**config.mk**
```make
export PLATFORM = sky130hd
export DESIGN_NAME = rally_sequencer
export DESIGN_NICKNAME = d
export VERILOG_FILES = /design/src/rtl/rally_sequencer.sv
export SDC_FILE = /design/constraint.sdc
export NUM_CORES = 1
export LEC_CHECK = 0
export BUFFER_PORTS_ARGS = -buffer_cell sky130_fd_sc_hd__buf_2
export CORE_UTILIZATION = 40
export CTS_CLUSTER_DIAMETER = 150
export DETAILED_ROUTE_END_ITERATION = 10
export PLACE_DENSITY_LB_ADDON = 0.12
export SETUP_SLACK_MARGIN = 0.15
export SLEW_MARGIN = 20
export SYNTH_ARGS = -nofsm -noshare
export SYNTH_HDL_FRONTEND = slang
export SYNTH_SLANG_ARGS = --single-unit
```
**constraint.sdc**
```tcl
create_clock -name clk_25MHZ -period 1.9 [get_ports clk_25MHZ]
set_input_delay 0.285 -clock clk_25MHZ [delete_from_list [all_inputs] [get_ports clk_25MHZ]]
set_output_delay 0.285 -clock clk_25MHZ [all_outputs]
set_load 0.05 [all_outputs]
```
**src/rtl/rally_sequencer.sv**
```systemverilog
// rtl/rally_sequencer.sv - match-level serve/rally/miss/game-over sequencer for the ball-motion controller
module rally_sequencer #(
    parameter int SERVE_FRAMES = 120,
    parameter int MISS_FRAMES  = 60,
    parameter int LIVES        = 3,
    parameter int MISS_X       = 620
) (
    input  logic       clk_25MHZ,
    input  logic       reset_n,
    input  logic       start_btn,
    input  logic       frame_tick,
    input  logic [9:0] ball_x,
    input  logic       is_ball_moving_left,
    input  logic       collision_detected,
    output logic       ball_rst,
    output logic       game_start,
    output logic [7:0] score,
    output logic [7:0] high_score,
    output logic [7:0] rally_count,
    output logic [1:0] lives,
    output logic [7:0] countdown,
    output logic       game_over,
    output logic [2:0] state_out
);

    localparam logic [2:0] S_IDLE      = 3'd0;
    localparam logic [2:0] S_SERVE     = 3'd1;
    localparam logic [2:0] S_RALLY     = 3'd2;
    localparam logic [2:0] S_MISS      = 3'd3;
    localparam logic [2:0] S_GAME_OVER = 3'd4;

    localparam logic [7:0] SERVE_N   = 8'(SERVE_FRAMES);
    localparam logic [7:0] SERVE_END = 8'(SERVE_FRAMES - 1);
    localparam logic [7:0] MISS_END  = 8'(MISS_FRAMES - 1);
    localparam logic [1:0] LIVES_N   = 2'(LIVES);
    localparam logic [9:0] MISS_XV   = 10'(MISS_X);

    logic [2:0] r_state;
    logic [7:0] r_frame_cnt;
    logic       r_start_d;
    logic       r_coll_d;
    logic       r_ball_rst;
    logic       r_game_start;
    logic [7:0] r_score;
    logic [7:0] r_high_score;
    logic [7:0] r_rally_count;
    logic [1:0] r_lives;
    logic [7:0] r_countdown;
    logic       r_game_over;

    logic       w_start_edge;
    logic       w_hit_edge;
    logic       w_miss;
    logic [7:0] w_score_inc;
    logic [7:0] w_rally_inc;

    // Edge detectors and saturating increments; a rise while the ball heads left is a bounce-back artefact, not a hit
    assign w_start_edge = start_btn & ~r_start_d;
    assign w_hit_edge   = collision_detected & ~r_coll_d & ~is_ball_moving_left;
    assign w_miss       = (ball_x >= MISS_XV) & ~is_ball_moving_left;
    assign w_score_inc  = (r_score == 8'hFF) ? r_score : r_score + 8'd1;
    assign w_rally_inc  = (r_rally_count == 8'hFF) ? r_rally_count : r_rally_count + 8'd1;

    // Match state machine; ball_rst/game_start default low so each is a single-cycle pulse
    always_ff @(posedge clk_25MHZ) begin
        if (!reset_n) begin
            r_state       <= S_IDLE;
            r_frame_cnt   <= 8'd0;
            r_start_d     <= 1'b0;
            r_coll_d      <= 1'b0;
            r_ball_rst    <= 1'b1;
            r_game_start  <= 1'b0;
            r_score       <= 8'd0;
            r_high_score  <= 8'd0;
            r_rally_count <= 8'd0;
            r_lives       <= LIVES_N;
            r_countdown   <= 8'd0;
            r_game_over   <= 1'b0;
        end else begin
            r_start_d    <= start_btn;
            r_coll_d     <= collision_detected;
            r_ball_rst   <= 1'b0;
            r_game_start <= 1'b0;
            case (r_state)
                S_IDLE, S_GAME_OVER: begin
                    // Score is frozen in GAME_OVER, so comparing every cycle equals a first-cycle update
                    if (r_state == S_GAME_OVER && r_score > r_high_score) begin
                        r_high_score <= r_score;
                    end
                    if (w_start_edge) begin
                        r_state       <= S_SERVE;
                        r_ball_rst    <= 1'b1;
                        r_score       <= 8'd0;
                        r_rally_count <= 8'd0;
                        r_frame_cnt   <= 8'd0;
                        r_lives       <= LIVES_N;
                        r_countdown   <= SERVE_N;
                        r_game_over   <= 1'b0;
                    end
                end
                S_SERVE: begin
                    if (frame_tick) begin
                        if (r_frame_cnt == SERVE_END) begin
                            r_state      <= S_RALLY;
                            r_game_start <= 1'b1;
                            r_frame_cnt  <= 8'd0;
                            r_countdown  <= 8'd0;
                        end else begin
                            r_frame_cnt <= r_frame_cnt + 8'd1;
                            r_countdown <= SERVE_N - r_frame_cnt - 8'd1;
                        end
                    end
                end
                S_RALLY: begin
                    // A miss in the same cycle as a hit edge takes priority and the hit is dropped
                    if (w_miss) begin
                        r_frame_cnt <= 8'd0;
                        if (r_lives > 2'd1) begin
                            r_lives       <= r_lives - 2'd1;
                            r_state       <= S_MISS;
                            r_ball_rst    <= 1'b1;
                            r_rally_count <= 8'd0;
                        end else begin
                            r_lives     <= 2'd0;
                            r_state     <= S_GAME_OVER;
                            r_game_over <= 1'b1;
                        end
                    end else if (w_hit_edge) begin
                        r_score       <= w_score_inc;
                        r_rally_count <= w_rally_inc;
                    end
                end
                S_MISS: begin
                    if (frame_tick) begin
                        if (r_frame_cnt == MISS_END) begin
                            r_state     <= S_SERVE;
                            r_frame_cnt <= 8'd0;
                            r_countdown <= SERVE_N;
                        end else begin
                            r_frame_cnt <= r_frame_cnt + 8'd1;
                        end
                    end
                end
                default: begin
                    r_state <= S_IDLE;
                end
            endcase
        end
    end

    assign ball_rst    = r_ball_rst;
    assign game_start  = r_game_start;
    assign score       = r_score;
    assign high_score  = r_high_score;
    assign rally_count = r_rally_count;
    assign lives       = r_lives;
    assign countdown   = r_countdown;
    assign game_over   = r_game_over;
    assign state_out   = r_state;

endmodule
```
==> impl_metrics.py <==
metrics = {
    "outcome": {
        "status": "completed",
    },
    "power": {
        "p_per_area_nw_per_um2": 822.6,
        "peakVddDrop_mv": 0.5811,
        "totalPowerFinal_mw": 3.160,
        "p_leak_nw": 1.627,
    },
    "synthesis": {
        "synth.area.top_cells": "dfxtp_1 36%, ha_1 5.9%, nand3_1 5.8%, nand2_1 4.1%, o31ai_1 3.3%",
        "synthesis.area_um2": 2763,
        "synthesis.nets": 352,
        "synthTopCellsByCount": "50 x dfxtp_1, 32 x nand3_1, 30 x nand2_1",
        "synth_edf_count": 0,
        "synth_seq_cells": 50,
        "yosysUniqueCellTypes": 60,
        "syn_avg_cell_area_um2": 8.553,
        "synth_ff_type": "dfxtp_1",
        "synthArstFlopShare": 0,
        "yosysMostFrequentCell": "dfxtp_1",
        "yosysWarnings": 0,
        "syn-instance-count": 323,
        "synth_top_area_share": 0.3623,
        "yosys.area.top_type": "dfxtp_1",
        "yosysSeqAreaShare": 0.3623,
    },
    "place": {
        "gp_congestion": 0.8103,
        "port_buffers": 53,
        "hpwl_um": 5400,
    },
    "sta": {
        "fin_crit_sh": 0.9399,
        "slew_violations": 0,
        "fin_crit_ns": 1.786,
        "rsz0062_at_grt": "true",
        "finalHoldViolations": 0,
        "worstMarginPinSlew_ns": 0.7337,
        "skew_ns": 0.01330,
        "fmax_mhz": 560.0,
        "relSlewSlack": 0.5044,
        "fin_tns_setup_ns": 0,
        "report.final.setup_viol": 0,
    },
    "clock_network": {
        "cts_hold_buf": 0,
        "clkTransAtPathRegs_ns": 0.09,
        "ctsRootBufferMaster": "clkbuf_8",
        "cts_inserted_buffers": 5,
        "cts.sinks": 50,
        "clk_path_buf_depth": 2,
        "clk_latency_ns": 0.31,
        "h-tree-depth": 2,
        "cts_tree": "built",
    },
    "floorplan": {
        "rows": 29,
        "start_util": 0.4254,
        "ioPinCount": 56,
        "die_w_um": 85.11,
        "dieArea_um2": 7243,
        "dieHeight_um": 85.11,
        "core_area_um2": 6495,
    },
    "layout": {
        "multi_input_area_um2": 1884,
        "antenna_cells": 0,
        "area_delta_synth_final_pct": 39.04,
        "regArea_um2": 1057,
        "final_nets": 444,
        "drive_above_1_share": 0.4327,
        "n_fill_cell": 596,
    },
    "critical_path": {
        "critPathMaxStageDelay_ns": 0.36,
        "worstSetupPathType": "flip-flop to flip-flop",
        "worstPathCellList": "ha_4 > nand4bb_1 > nor4_2 > nor3_2 > buf_4 > nor4_4 > mux2_1",
        "slowest_stage": "dfxtp_2",
        "arrival_ns": 1.99,
        "crit_path_end_kind": "flip-flop",
        "required_ns": 2.10,
        "start_kind": "flip-flop",
        "cp_max_fo": 5,
    },
    "route": {
        "ant_nets": 0,
        "wl_per_cell_um": 15.39,
        "dr.first_iter.drc_count": 138,
        "routed_via_density": 5.726,
        "wl_um": 7585,
        "drt_pass1_iterations": 4,
        "drc": 0,
        "dr_total_vias": 2823,
    },
    "global_routing": {
        "grt_antenna_before_repair": 0,
        "grt_max_degree": 34,
        "grt_overflow": 0,
        "track_usage": 0.2135,
        "grt_pass1_wl_um": 12360,
        "grt_pass1_vias": 2551,
    },
    "min_path": {
        "hold_class": "input pin to flip-flop",
    },
    "job": {
        "maxCapViolations": 0,
    },
}
## worst paths after layout
path | start | endpoint | slack (ns) | cells past startpoint
worst min-delay path | start_btn | r_start_d$_SDFF_PN0_ | 0.20 | 2
worst max register to register | r_frame_cnt[0]$_SDFFE_PN0P_ | state_out[2]$_SDFFE_PN0P_ | 0.11 | 7
worst min register to register | countdown[7]$_SDFFE_PN0P_ | countdown[7]$_SDFFE_PN0P_ | 0.47 | 2
worst max-delay path | r_frame_cnt[0]$_SDFFE_PN0P_ | state_out[2]$_SDFFE_PN0P_ | 0.11 | 7
## metrics by stage
step / instance area [um^2] / hold slack (ns) / setup slack (ns) / instances / utilization
2_1_floorplan: 2843 / 0.4067 / 0.05560 / 323 / -
3_3_place_gp: 3390 / 0.4547 / -0.00009215 / 474 / 0.5219
3_5_place_dp: 3390 / 0.4592 / -0.05780 / 474 / 0.5219
4_1_cts: 3610 / 0.1989 / 0.06853 / 487 / 0.5558
5_1_grt: 3841 / 0.1979 / 0.002480 / 493 / 0.5914
6_report: 3841 / 0.2011 / 0.1143 / 493 / 0.5914
## cells by family after synthesis
| logic type | synth area share |
|---|---|
| AND/OR/NAND/NOR | 0.2871 |
| AO/OA/AOI/OAI | 0.1997 |
| flip-flops | 0.3623 |
| buffers and inverters | 0.05344 |
| adder cells (fa/ha/maj) | 0.05888 |
| multiplexers | 0.02582 |
| XOR/XNOR | 0.01268 |
## layout by cell type (no fill, tap or decap), drive strengths merged, types with 2 or more instances in the layout
cell,count
o211ai,6
buf,101
nor4,5
inv,18
dfxtp,50
nor3,10
nor2,18
o21a,2
nand2b,3
and3,8
o311ai,2
or2,2
o2111ai,4
or3,6
nand3,32
nand3b,4
xor2,3
a32oi,5
o21ai,13
a31oi,2
ha,13
a21oi,11
o211a,3
clkbuf,7
mux2i,6
o31ai,12
or4,2
nor2b,2
o221ai,2
o221a,2
nand4b,4
a41oi,2
nand2,30
nand4,8
and2,3
## state kept, by name, summed over array words and instances, names as in the netlist
register     count
ball_rst         1
countdown        8
game_over        1
game_start       1
high_score       8
lives            2
r_coll_d         1
r_frame_cnt      8
r_start_d        1
rally_count      8
score            8
state_out        3
## cell type report
cell class	instances	area share
multi-input cells	240	0.4906
well taps	77	0.02508
inverters	17	0.01726
repair buffers	101	0.1648
clock inverters	1	0.001629
clock buffers	7	0.02541
flip-flops and latches	50	0.2752
## power by group
part           total (mW)  leakage, nW  internal (mW)  switching [mW]
sequential           1.18        0.420           1.12          0.0617
clock               0.711       0.0539          0.342           0.370
combinational        1.27         1.15          0.492           0.777
## critical path: cells and delay by family (launching register included)
kind / cells / cell delay [ns]
mux: 1 / 0.35
flops: 1 / 0.36
fa+ha+maj: 1 / 0.16
buf+inv: 1 / 0.15
simple gates: 4 / 0.64
## what timing repair did
action                                  CTS  global route
setup buffers                             5             6
pin swaps                                 4            10
endpoints found under the setup margin   37            39
resized for setup                        17            34
## metal layers
metal / wire [um] / global-route usage / part of all wire
met1: 3800 / 0.3023 / 0.50
met2: 3399 / 0.3380 / 0.45
met5: 0 / 0 / 0
met4: 65 / 0.04931 / 0.0086
met3: 318 / 0.03891 / 0.042
No activity file was read; power rests on OpenSTA's default activity.
